### config.mk
export PLATFORM = sky130hd
export DESIGN_NAME = slice_reg_bank_flat
export DESIGN_NICKNAME = d
export VERILOG_FILES = /design/src/rtl/slice_reg_bank_if.sv /design/src/rtl/slice_reg_bank.sv /design/src/flat_wrapper.sv
export SDC_FILE = /design/constraint.sdc
export NUM_CORES = 1
export LEC_CHECK = 0
export BUFFER_PORTS_ARGS = -buffer_cell sky130_fd_sc_hd__buf_2
export CAP_MARGIN = 20
export CELL_PAD_IN_SITES_DETAIL_PLACEMENT = 0
export CELL_PAD_IN_SITES_GLOBAL_PLACEMENT = 2
export CORE_UTILIZATION = 30
export DETAILED_ROUTE_END_ITERATION = 12
export HOLD_SLACK_MARGIN = 0.15
export PLACE_DENSITY_LB_ADDON = 0.1
export SETUP_SLACK_MARGIN = 0.1
export SKIP_LAST_GASP = 1
export SLEW_MARGIN = 40
export SYNTH_ARGS = -nofsm -noshare
export SYNTH_HDL_FRONTEND = slang
export SYNTH_SLANG_ARGS = --single-unit
### constraint.sdc
create_clock -name CLK -period 4.4 [get_ports CLK]
set_input_delay 1.32 -clock CLK [delete_from_list [all_inputs] [get_ports CLK]]
set_output_delay 1.32 -clock CLK [all_outputs]
set_load 0.01 [all_outputs]
### src/rtl/slice_reg_bank_if.sv
// ---------------------------------------------------------------------------
// slice_reg_bank_if
// Bundles the control/data signals of one slice register bank.
//   CE, SR, SHIFT_EN : control set from the CE/SR mux stage (master -> slave)
//   D, SIN           : parallel and serial data in        (master -> slave)
//   Q, SOUT          : registered storage and serial out   (slave -> master)
//   READY            : bank is in RUN and accepts inputs   (slave -> master)
// ---------------------------------------------------------------------------
interface slice_reg_bank_if #(
    parameter int WIDTH = 8
);
    logic             CE;
    logic             SR;
    logic             SHIFT_EN;
    logic [WIDTH-1:0] D;
    logic             SIN;
    logic [WIDTH-1:0] Q;
    logic             SOUT;
    logic             READY;

    modport master (
        output CE, SR, SHIFT_EN, D, SIN,
        input  Q, SOUT, READY
    );

    modport slave (
        input  CE, SR, SHIFT_EN, D, SIN,
        output Q, SOUT, READY
    );
endinterface

### src/rtl/slice_reg_bank.sv
// ---------------------------------------------------------------------------
// slice_reg_bank
// A bank of WIDTH storage bits sharing one CE/SR control set, with parallel
// load and non-circular shift modes. After reset the bank freezes Q at INIT
// for HOLD_CYCLES cycles (HOLD state) before accepting inputs (RUN state).
// Ports:
//   CLK  : single clock, rising edge
//   RST  : synchronous active-high reset (forces Q=INIT, HOLD, READY=0)
//   bus  : slave side of slice_reg_bank_if (CE, SR, SHIFT_EN, D, SIN in;
//          Q, SOUT, READY out)
// ---------------------------------------------------------------------------
module slice_reg_bank #(
    parameter int               WIDTH       = 8,
    parameter logic [WIDTH-1:0] INIT        = '0,
    parameter logic [WIDTH-1:0] SRVAL       = '0,
    parameter bit               SRCE        = 1'b0,
    parameter int               HOLD_CYCLES = 4
) (
    input  logic             CLK,
    input  logic             RST,
    slice_reg_bank_if.slave  bus
);

    typedef enum logic {
        ST_HOLD = 1'b0,
        ST_RUN  = 1'b1
    } state_t;

    // Count value on which the last hold edge occurs. HOLD_CYCLES of 0 and 1
    // both leave HOLD on the first edge after reset is released.
    localparam logic [7:0] HOLD_LAST = 8'((HOLD_CYCLES == 0) ? 0 : HOLD_CYCLES - 1);

    state_t           state_q, state_d;
    logic [7:0]       cnt_q, cnt_d;
    logic [WIDTH-1:0] q_q, q_d;
    logic [WIDTH-1:0] shift_vec;
    logic             sr_eff;

    // Shifted image of Q: SIN enters at bit 0, the old MSB drops off.
    genvar gi;
    generate
        for (gi = 0; gi < WIDTH; gi++) begin : g_shift
            if (gi == 0) begin : g_lsb
                assign shift_vec[gi] = bus.SIN;
            end else begin : g_upper
                assign shift_vec[gi] = q_q[gi-1];
            end
        end
    endgenerate

    // With SRCE set, SR is qualified by CE like an ordinary data update.
    assign sr_eff = bus.SR && (!SRCE || bus.CE);

    always_comb begin
        state_d = state_q;
        cnt_d   = cnt_q;
        q_d     = q_q;
        case (state_q)
            ST_HOLD: begin
                q_d = INIT;
                if ((HOLD_CYCLES == 0) || (cnt_q == HOLD_LAST)) begin
                    state_d = ST_RUN;
                    cnt_d   = '0;
                end else begin
                    cnt_d = cnt_q + 8'd1;
                end
            end
            ST_RUN: begin
                if (sr_eff) begin
                    q_d = SRVAL;
                end else if (bus.CE && bus.SHIFT_EN) begin
                    q_d = shift_vec;
                end else if (bus.CE) begin
                    q_d = bus.D;
                end
            end
            default: begin
                state_d = ST_HOLD;
                cnt_d   = '0;
                q_d     = INIT;
            end
        endcase
    end

    always_ff @(posedge CLK) begin
        if (RST) begin
            state_q <= ST_HOLD;
            cnt_q   <= '0;
            q_q     <= INIT;
        end else begin
            state_q <= state_d;
            cnt_q   <= cnt_d;
            q_q     <= q_d;
        end
    end

    // READY comes straight from the state flop, so it is registered.
    assign bus.READY = (state_q == ST_RUN);
    assign bus.Q     = q_q;
    assign bus.SOUT  = q_q[WIDTH-1];

endmodule

### src/flat_wrapper.sv
// flat-port wrapper written by rule: the top's interface ports become plain ports
module slice_reg_bank_flat 
#(
    parameter int               WIDTH       = 8,
    parameter logic [WIDTH-1:0] INIT        = '0,
    parameter logic [WIDTH-1:0] SRVAL       = '0,
    parameter bit               SRCE        = 1'b0,
    parameter int               HOLD_CYCLES = 4
)
  (CLK, RST, bus_CE, bus_SR, bus_SHIFT_EN, bus_D, bus_SIN, bus_Q, bus_SOUT, bus_READY);
  slice_reg_bank_if #(.WIDTH(WIDTH)) bus_i ();
  input  logic CLK;
  input  logic RST;
  input wire logic [$bits(bus_i.CE)-1:0] bus_CE;
  input wire logic [$bits(bus_i.SR)-1:0] bus_SR;
  input wire logic [$bits(bus_i.SHIFT_EN)-1:0] bus_SHIFT_EN;
  input wire logic [$bits(bus_i.D)-1:0] bus_D;
  input wire logic [$bits(bus_i.SIN)-1:0] bus_SIN;
  output wire logic [$bits(bus_i.Q)-1:0] bus_Q;
  output wire logic [$bits(bus_i.SOUT)-1:0] bus_SOUT;
  output wire logic [$bits(bus_i.READY)-1:0] bus_READY;
  assign bus_i.CE = bus_CE;
  assign bus_i.SR = bus_SR;
  assign bus_i.SHIFT_EN = bus_SHIFT_EN;
  assign bus_i.D = bus_D;
  assign bus_i.SIN = bus_SIN;
  assign bus_Q = bus_i.Q;
  assign bus_SOUT = bus_i.SOUT;
  assign bus_READY = bus_i.READY;
  slice_reg_bank #(.WIDTH(WIDTH), .INIT(INIT), .SRVAL(SRVAL), .SRCE(SRCE), .HOLD_CYCLES(HOLD_CYCLES)) u_core (.CLK(CLK), .RST(RST), .bus(bus_i));
endmodule
-- Word level (Yosys, flattened, before mapping)
Cells that the tools add are included.
- register bits after elaboration: 17
- input port bits: 14
- output and inout bits: 10
- word-level logic and storage cells: 15
- $add $sub $neg: 1
- eq/ne operators: 2
- mux-type cells: 7
- bitwise logic cells: 1
- reduce and logical (&&, ||, !) cells: 1
- operator list (operator ; count):
    $mux W8 ; 4
    $pmux W8 S2 ; 1
    $add A8 B1 Y8 const B ; 1
    $eq A8 B2 Y1 const B ; 1
    $ne A4 B4 Y1 const B ; 1
    $mux W1 ; 2
    $logic_and A1 B1 Y1 ; 1
    $not A1 Y1 ; 1

-- Longest topological paths before layout
Gate-level depths: netlist of the first run.
- word-level depth: 4
- gate-level depth with buffers: 4
- mapped depth without buffers: 4

-- Worst setup path before layout of the first run
OpenSTA, ideal clock, no wires.
- kind: input-to-reg
- start: input bus_CE
- end: register u_core.q_q[5] (netlist: u_core.bus.Q[5])
- library setup time: 86 ps
- data arrival time: 2039 ps
- data required time: 4314 ps
- slack: 2276 ps
- stages on the path: 4
- buffers on the path: 2
- cell sequence: clkbuf_1 > clkbuf_1 > nor2_1 > a211oi_1
- cells in the longest elaborated chain, start to end: 4
- elaborated cells between the ends (all ways): 5
- classes of those cells: eq/ne (1); mux (3); reduce/logical (1)
- ends and longest elaborated chain (element ; line ; text):
    start: declaration ; flat_wrapper.sv:14 ; input wire logic [$bits(bus_i.CE)-1:0] bus_CE;
    $logic_and A1 B1 Y1 ; slice_reg_bank.sv:71 ; end else if (bus.CE && bus.SHIFT_EN) begin
    $mux W8 ; slice_reg_bank.sv:71 ;
    $mux W8 ; slice_reg_bank.sv:69 ; if (sr_eff) begin
    $pmux W8 S2 ; slice_reg_bank.sv:58 ; case (state_q)
    end signal: assignment ; slice_reg_bank.sv:93 ; q_q <= q_d;
    end: declaration ; slice_reg_bank.sv:35 ; logic [WIDTH-1:0] q_q, q_d;
Several ways; a longest one is shown, not always the timed one.
A chain may end at the register's enable or synchronous reset.

-- Worst setup path after layout of the first run
- start: register u_core.state_q (netlist: u_core.bus.READY)
- end: output bus_READY
- RTL lines (element ; line ; text):
    start: declaration ; slice_reg_bank.sv:33 ; state_t state_q, state_d;
    start signal: assignment ; slice_reg_bank.sv:91 ; state_q <= state_d;
    end: declaration ; flat_wrapper.sv:21 ; output wire logic [$bits(bus_i.READY)-1:0] bus_READY;
No word-level cell between the ends.

==> results of run 1 <==
-- worst min-delay path by stage --
stage | end | slack [ps] | from | depth (start not counted)
finish | u_core.cnt_q[7]$_SDFFE_PP0N_ | 490 | u_core.cnt_q[7]$_SDFFE_PP0N_ | 2
global route | u_core.cnt_q[7]$_SDFFE_PP0N_ | 540 | u_core.cnt_q[7]$_SDFFE_PP0N_ | 2
CTS | u_core.cnt_q[7]$_SDFFE_PP0N_ | 490 | u_core.cnt_q[7]$_SDFFE_PP0N_ | 2
detailed placement | u_core.cnt_q[7]$_SDFFE_PP0N_ | 470 | u_core.cnt_q[7]$_SDFFE_PP0N_ | 2
global placement | u_core.cnt_q[7]$_SDFFE_PP0N_ | 470 | u_core.cnt_q[7]$_SDFFE_PP0N_ | 2
floorplan | u_core.cnt_q[7]$_SDFFE_PP0N_ | 450 | u_core.cnt_q[7]$_SDFFE_PP0N_ | 2
-- cells by family (layout without fill, tap and decap cells) --
kind of cell	Yosys count	after routing	share of synthesized area
muxes	8	8	0.1010
adders and majority gates	1	1	0.01577
xor gates and xnor gates	4	4	0.04417
AOI/OAI and AO/OA	18	18	0.1656
DFF	17	17	0.4290
and+or+nand+nor	27	27	0.2051
buffers and inverters	7	29	0.03943
-- stage by stage --
stage               power [mW]  instances    util  worst slack [ps]
CTS                     0.3465        134  0.3828              2024
detailed placement      0.2600        130  0.3722              2202
global placement        0.2606        130  0.3722              2207
floorplan               0.2389         82       -              2276
finish                  0.3418        134  0.3828              2038
global route            0.3603        134  0.3828              1997
-- cell type report --
type | count | area [sq um] | share of cell area
tap | 30 | 37.54 | 0.03958
multi-input combinational | 58 | 421.7 | 0.4446
clock buffer | 4 | 26.28 | 0.02770
timing repair buffer | 23 | 115.1 | 0.1214
sequential | 17 | 340.3 | 0.3588
inverter | 2 | 7.507 | 0.007916
-- cells in the mapped netlist (2+ instances only) --
library cell / number / area (sq um)
a211oi_1: 8 / 60.06
a21oi_1: 4 / 20.02
clkbuf_1: 2 / 7.510
dfxtp_1: 17 / 340.3
inv_1: 2 / 7.510
mux2i_1: 8 / 80.08
nand2_1: 4 / 15.01
nand4b_1: 2 / 17.52
nor2_1: 12 / 45.04
o21ai_0: 3 / 15.01
or3_1: 3 / 18.77
xor2_1: 3 / 26.28
-- power by group --
group / switching (mW) / internal [mW] / total (mW) / leakage, nW
logic: 0.0341 / 0.0353 / 0.0694 / 0.295
registers: 0.0188 / 0.167 / 0.186 / 0.138
clock network: 0.0513 / 0.0352 / 0.0865 / 0.0150
total: 0.104 / 0.238 / 0.342 / 0.447
-- layout by cell type (no fill, tap or decap), types with 3 or more instances in the layout --
| cell | synthesis | final |
|---|---|---|
| buf_2 | 1 | 23 |
| dfxtp_1 | 17 | 17 |
| nor2_1 | 12 | 12 |
| mux2i_1 | 8 | 8 |
| a211oi_1 | 8 | 8 |
| nand2_1 | 4 | 4 |
| a21oi_1 | 4 | 4 |
| or3_1 | 3 | 3 |
| o21ai_0 | 3 | 3 |
| xor2_1 | 3 | 3 |
| clkbuf_4 | 0 | 3 |
-- per-layer routing --
layer  vias to the layer above  global-route usage  share of wire
li1                        336                   -              -
met1                       290              0.1729           0.51
met2                        10              0.1792           0.44
met3                         2             0.02586          0.038
met4                         0             0.07895         0.0078
met5                         -                   0              0
-- registers in the layout, summed over array words and instances, names as in the netlist --
| register | cells |
|---|---|
| u_core.cnt_q | 8 |
| u_core.bus.READY | 1 |
| u_core.bus.Q | 8 |
==> impl_metrics.ini, run 1 <==
[logic_synthesis]
async_reset_ff_frac = 0
yosysUniqueCellTypes = 26
avgSynthCellArea_sq_um = 9.674
synthFlopType = dfxtp_1
ys_ff_latch = 17
synth_nets = 97
syn-cell-area_sq_um = 793.3
yosysSeqAreaShare = 0.4290
ys_warn_count = 0
syn_inst = 82
synth_edf_count = 0

[critical_path]
r2r-end = u_core.cnt_q[3]$_SDFFE_PP0N_
cp_slowest_cell = dfxtp_1
rrSetupSlack_ps = 2640
crit_type = register to output port
crit_family = flip-flops
crit_chain = buf_2
startpoint = u_core.bus.READY$_SDFF_PP0_
cp_max_fo = 9
reg2reg_depth = 4
worstReg2RegStart = u_core.cnt_q[0]$_SDFFE_PP0N_
required_ps = 3080
end_kind = output port
start_kind = register
cp.depth = 1
critical_path_buf_inv_count = 1
arrival_ps = 1040
cp_slowest_stage_delay_ps = 550
setup.worst_path.end = bus_READY

[global_routing]
antenna_found_initial = 0
grt_pass1_wl_um = 2525
grt_pass1_vias = 585
overflow = 0
grt_max_degree = 17
gr-usage-all-layers = 0.1272

[routing]
vias = 638
vias_per_cell = 4.761
final_antenna_net_count = 0
drc = 0
drt_iter0_drc = 6
dr.pass1.iters = 3
wirelength_um = 1538
wl_per_cell_um = 11.48

[power]
p_leak_nw = 0.4472
power_density_mw_per_mm2 = 360.3
vdd_ir_drop_max_mv = 0.2235

[sta]
finalSetupTns_ps = 0
setup_viol = 0
final.min_clock_period_ps = 2362
period_share = 0.5368
tightest_slew_ps = 365.0
maxSlewViolCount = 0
fin_skew_ps = 2.632
max-slew-margin-rel = 0.7566
fmax_ghz = 0.4234
whs_ps = 488.6
hold_viol_final = 0
rsz0062_at_grt = no

[layout]
diodes = 0
n_fill_cell = 267
finalNetCount = 120
fin_area_sq_um = 948.4
synthToLayoutAreaGrowth_pct = 19.56
drive_gt1_frac = 0.2885

[floorplanning]
dieArea_sq_mm = 0.002854
die_y_um = 53.42
io_pins = 24
die_w_um = 53.42
rows = 18
core_sq_mm = 0.002477
start_util = 0.3202

[job]
maxCapViolCount = 0

[placement]
post_dp_cell_area_sq_um = 922.1
io_buffer_count = 23
gp_congestion = 0.6645

[clock_tree]
cts_setup_buffers = 0
hold_buffers = 0
cts.sinks = 17
cts_resized = 0
worstSkewPairLatency_ps = 290
clk_pin_slew_worst_paths_ps = 100
cts.htree.levels = 1
cts_root_buffer = clkbuf_4
cts_buffers = 3
cts_tree = built
clock_path_buffers = 2

[min_path]
hp-class = register to register

[run_status]
outcome = finished clean
Note: power is estimated with default switching activity, not from simulation.
==> inputs of run 2 (changes only) <==
CORE_UTILIZATION = 29   (was 30)
clock period = 2.4 ns   (was 4.4 ns; I/O delays follow)
==> impl_metrics.ini, run 2 (same netlist as run 1, synthesis figures left out) <==
[critical_path]
crit_chain = buf_2
cp_slowest_cell = dfxtp_1
setup.worst_path.end = bus_READY
worstReg2RegStart = u_core.cnt_q[0]$_SDFFE_PP0N_
cp.depth = 1
crit_type = register to output port
arrival_ps = 1030
end_kind = output port
startpoint = u_core.bus.READY$_SDFF_PP0_
cp_slowest_stage_delay_ps = 540
r2r-end = u_core.cnt_q[2]$_SDFFE_PP0N_
critical_path_buf_inv_count = 1
rrSetupSlack_ps = 660
required_ps = 1680
crit_family = flip-flops
cp_max_fo = 9
start_kind = register
reg2reg_depth = 4

[run_status]
outcome = finished clean

[routing]
drc = 0
vias = 644
drt_iter0_drc = 6
dr.pass1.iters = 4
dr.max_layer_used = met4
drt-met1-wl_um = 745
wirelength_um = 1505
vias_per_cell = 4.806
wl_per_cell_um = 11.23
route.met3.wl_um = 80
final_antenna_net_count = 0
dr_wl_met2_um = 658

[global_routing]
overflow = 0
grt_max_degree = 17
antenna_found_initial = 0
grt_pass1_vias = 590
gr-usage-all-layers = 0.1275
grt_pass1_wl_um = 2566

[sta]
hold_viol_final = 0
setup_viol = 0
fin_skew_ps = 0.8014
final.min_clock_period_ps = 1745
rsz0062_at_grt = no
tightest_slew_ps = 359.5
period_share = 0.7272
finalSetupTns_ps = 0
fmax_ghz = 0.5730
maxSlewViolCount = 0
max-slew-margin-rel = 0.7603

[layout]
final_cell_mix = buf_2 (23), dfxtp_1 (17), nor2_1 (12), mux2i_1 (8), a211oi_1 (8)
n_fill_cell = 282
finalNetCount = 120
final_common_cell = buf_2
diodes = 0
drive_gt1_frac = 0.2981
synthToLayoutAreaGrowth_pct = 19.72
fin_area_sq_um = 949.7

[placement]
post_dp_cell_area_sq_um = 922.1
post-dp-hpwl_um = 1123
gp_congestion = 0.6855
io_buffer_count = 23

[floorplanning]
die_w_um = 54.30
core_sq_mm = 0.002522
io_pins = 24
dieArea_sq_mm = 0.002948
rows = 18
die_y_um = 54.30
start_util = 0.3145

[clock_tree]
cts_setup_buffers = 0
cts_buffers = 3
clk_pin_slew_worst_paths_ps = 100
worstSkewPairLatency_ps = 290
cts.htree.levels = 1
cts_tree = built
clock_path_buffers = 2
hold_buffers = 0
cts.sinks = 17
cts_resized = 0
cts_root_buffer = clkbuf_4

[min_path]
worstHoldStart = u_core.cnt_q[7]$_SDFFE_PP0N_
hp-class = register to register

[power]
p_leak_nw = 0.4500
power_density_mw_per_mm2 = 654.1
vdd_ir_drop_max_mv = 0.4064

[job]
maxCapViolCount = 0
[run 2: worst min path at each step]
| stage | to | slack (ps) | depth (start not counted) |
|---|---|---|---|
| floorplan | u_core.cnt_q[7]$_SDFFE_PP0N_ | 450 | 2 |
| CTS | u_core.cnt_q[7]$_SDFFE_PP0N_ | 490 | 2 |
| global route | u_core.cnt_q[7]$_SDFFE_PP0N_ | 540 | 2 |
| finish | u_core.cnt_q[7]$_SDFFE_PP0N_ | 490 | 2 |
| detailed placement | u_core.cnt_q[7]$_SDFFE_PP0N_ | 480 | 2 |
| global placement | u_core.cnt_q[7]$_SDFFE_PP0N_ | 470 | 2 |
[run 2: layout make-up]
cell class / count / area [sq um] / share of cell area
clock inverter: 1 / 5.005 / 0.005270
sequential: 17 / 340.3 / 0.3584
tap: 30 / 37.54 / 0.03953
clock buffer: 3 / 22.52 / 0.02372
multi-input combinational: 58 / 421.7 / 0.4440
timing repair buffer: 23 / 115.1 / 0.1212
inverter: 2 / 7.507 / 0.007905
[run 2: power breakdown]
part / internal, mW / switching [mW] / total [mW]
clock: 0.0620 / 0.0918 / 0.154
combinational: 0.0655 / 0.0640 / 0.130
sequential: 0.306 / 0.0318 / 0.338
[run 2: through the flow]
stage          total power [mW]  std cells  worst slack [ps]  utilization  hold slack, ps
2_1_floorplan            0.4380         82             842.6            -           446.7
3_5_place_dp             0.4761        130             663.6       0.3656           476.8
4_1_cts                  0.6362        134             637.3       0.3765           494.0
3_3_place_gp             0.4763        130             717.3       0.3656           470.8
5_1_grt                  0.6685        134             541.1       0.3765           542.1
6_report                 0.6212        134             654.8       0.3765           489.9
[run 2: metal layers]
layer  up-vias  GRT usage
met1       288     0.1583
met5         -          0
met2        14     0.1890
li1        340          -
met4         0    0.05128
met3         2    0.05833
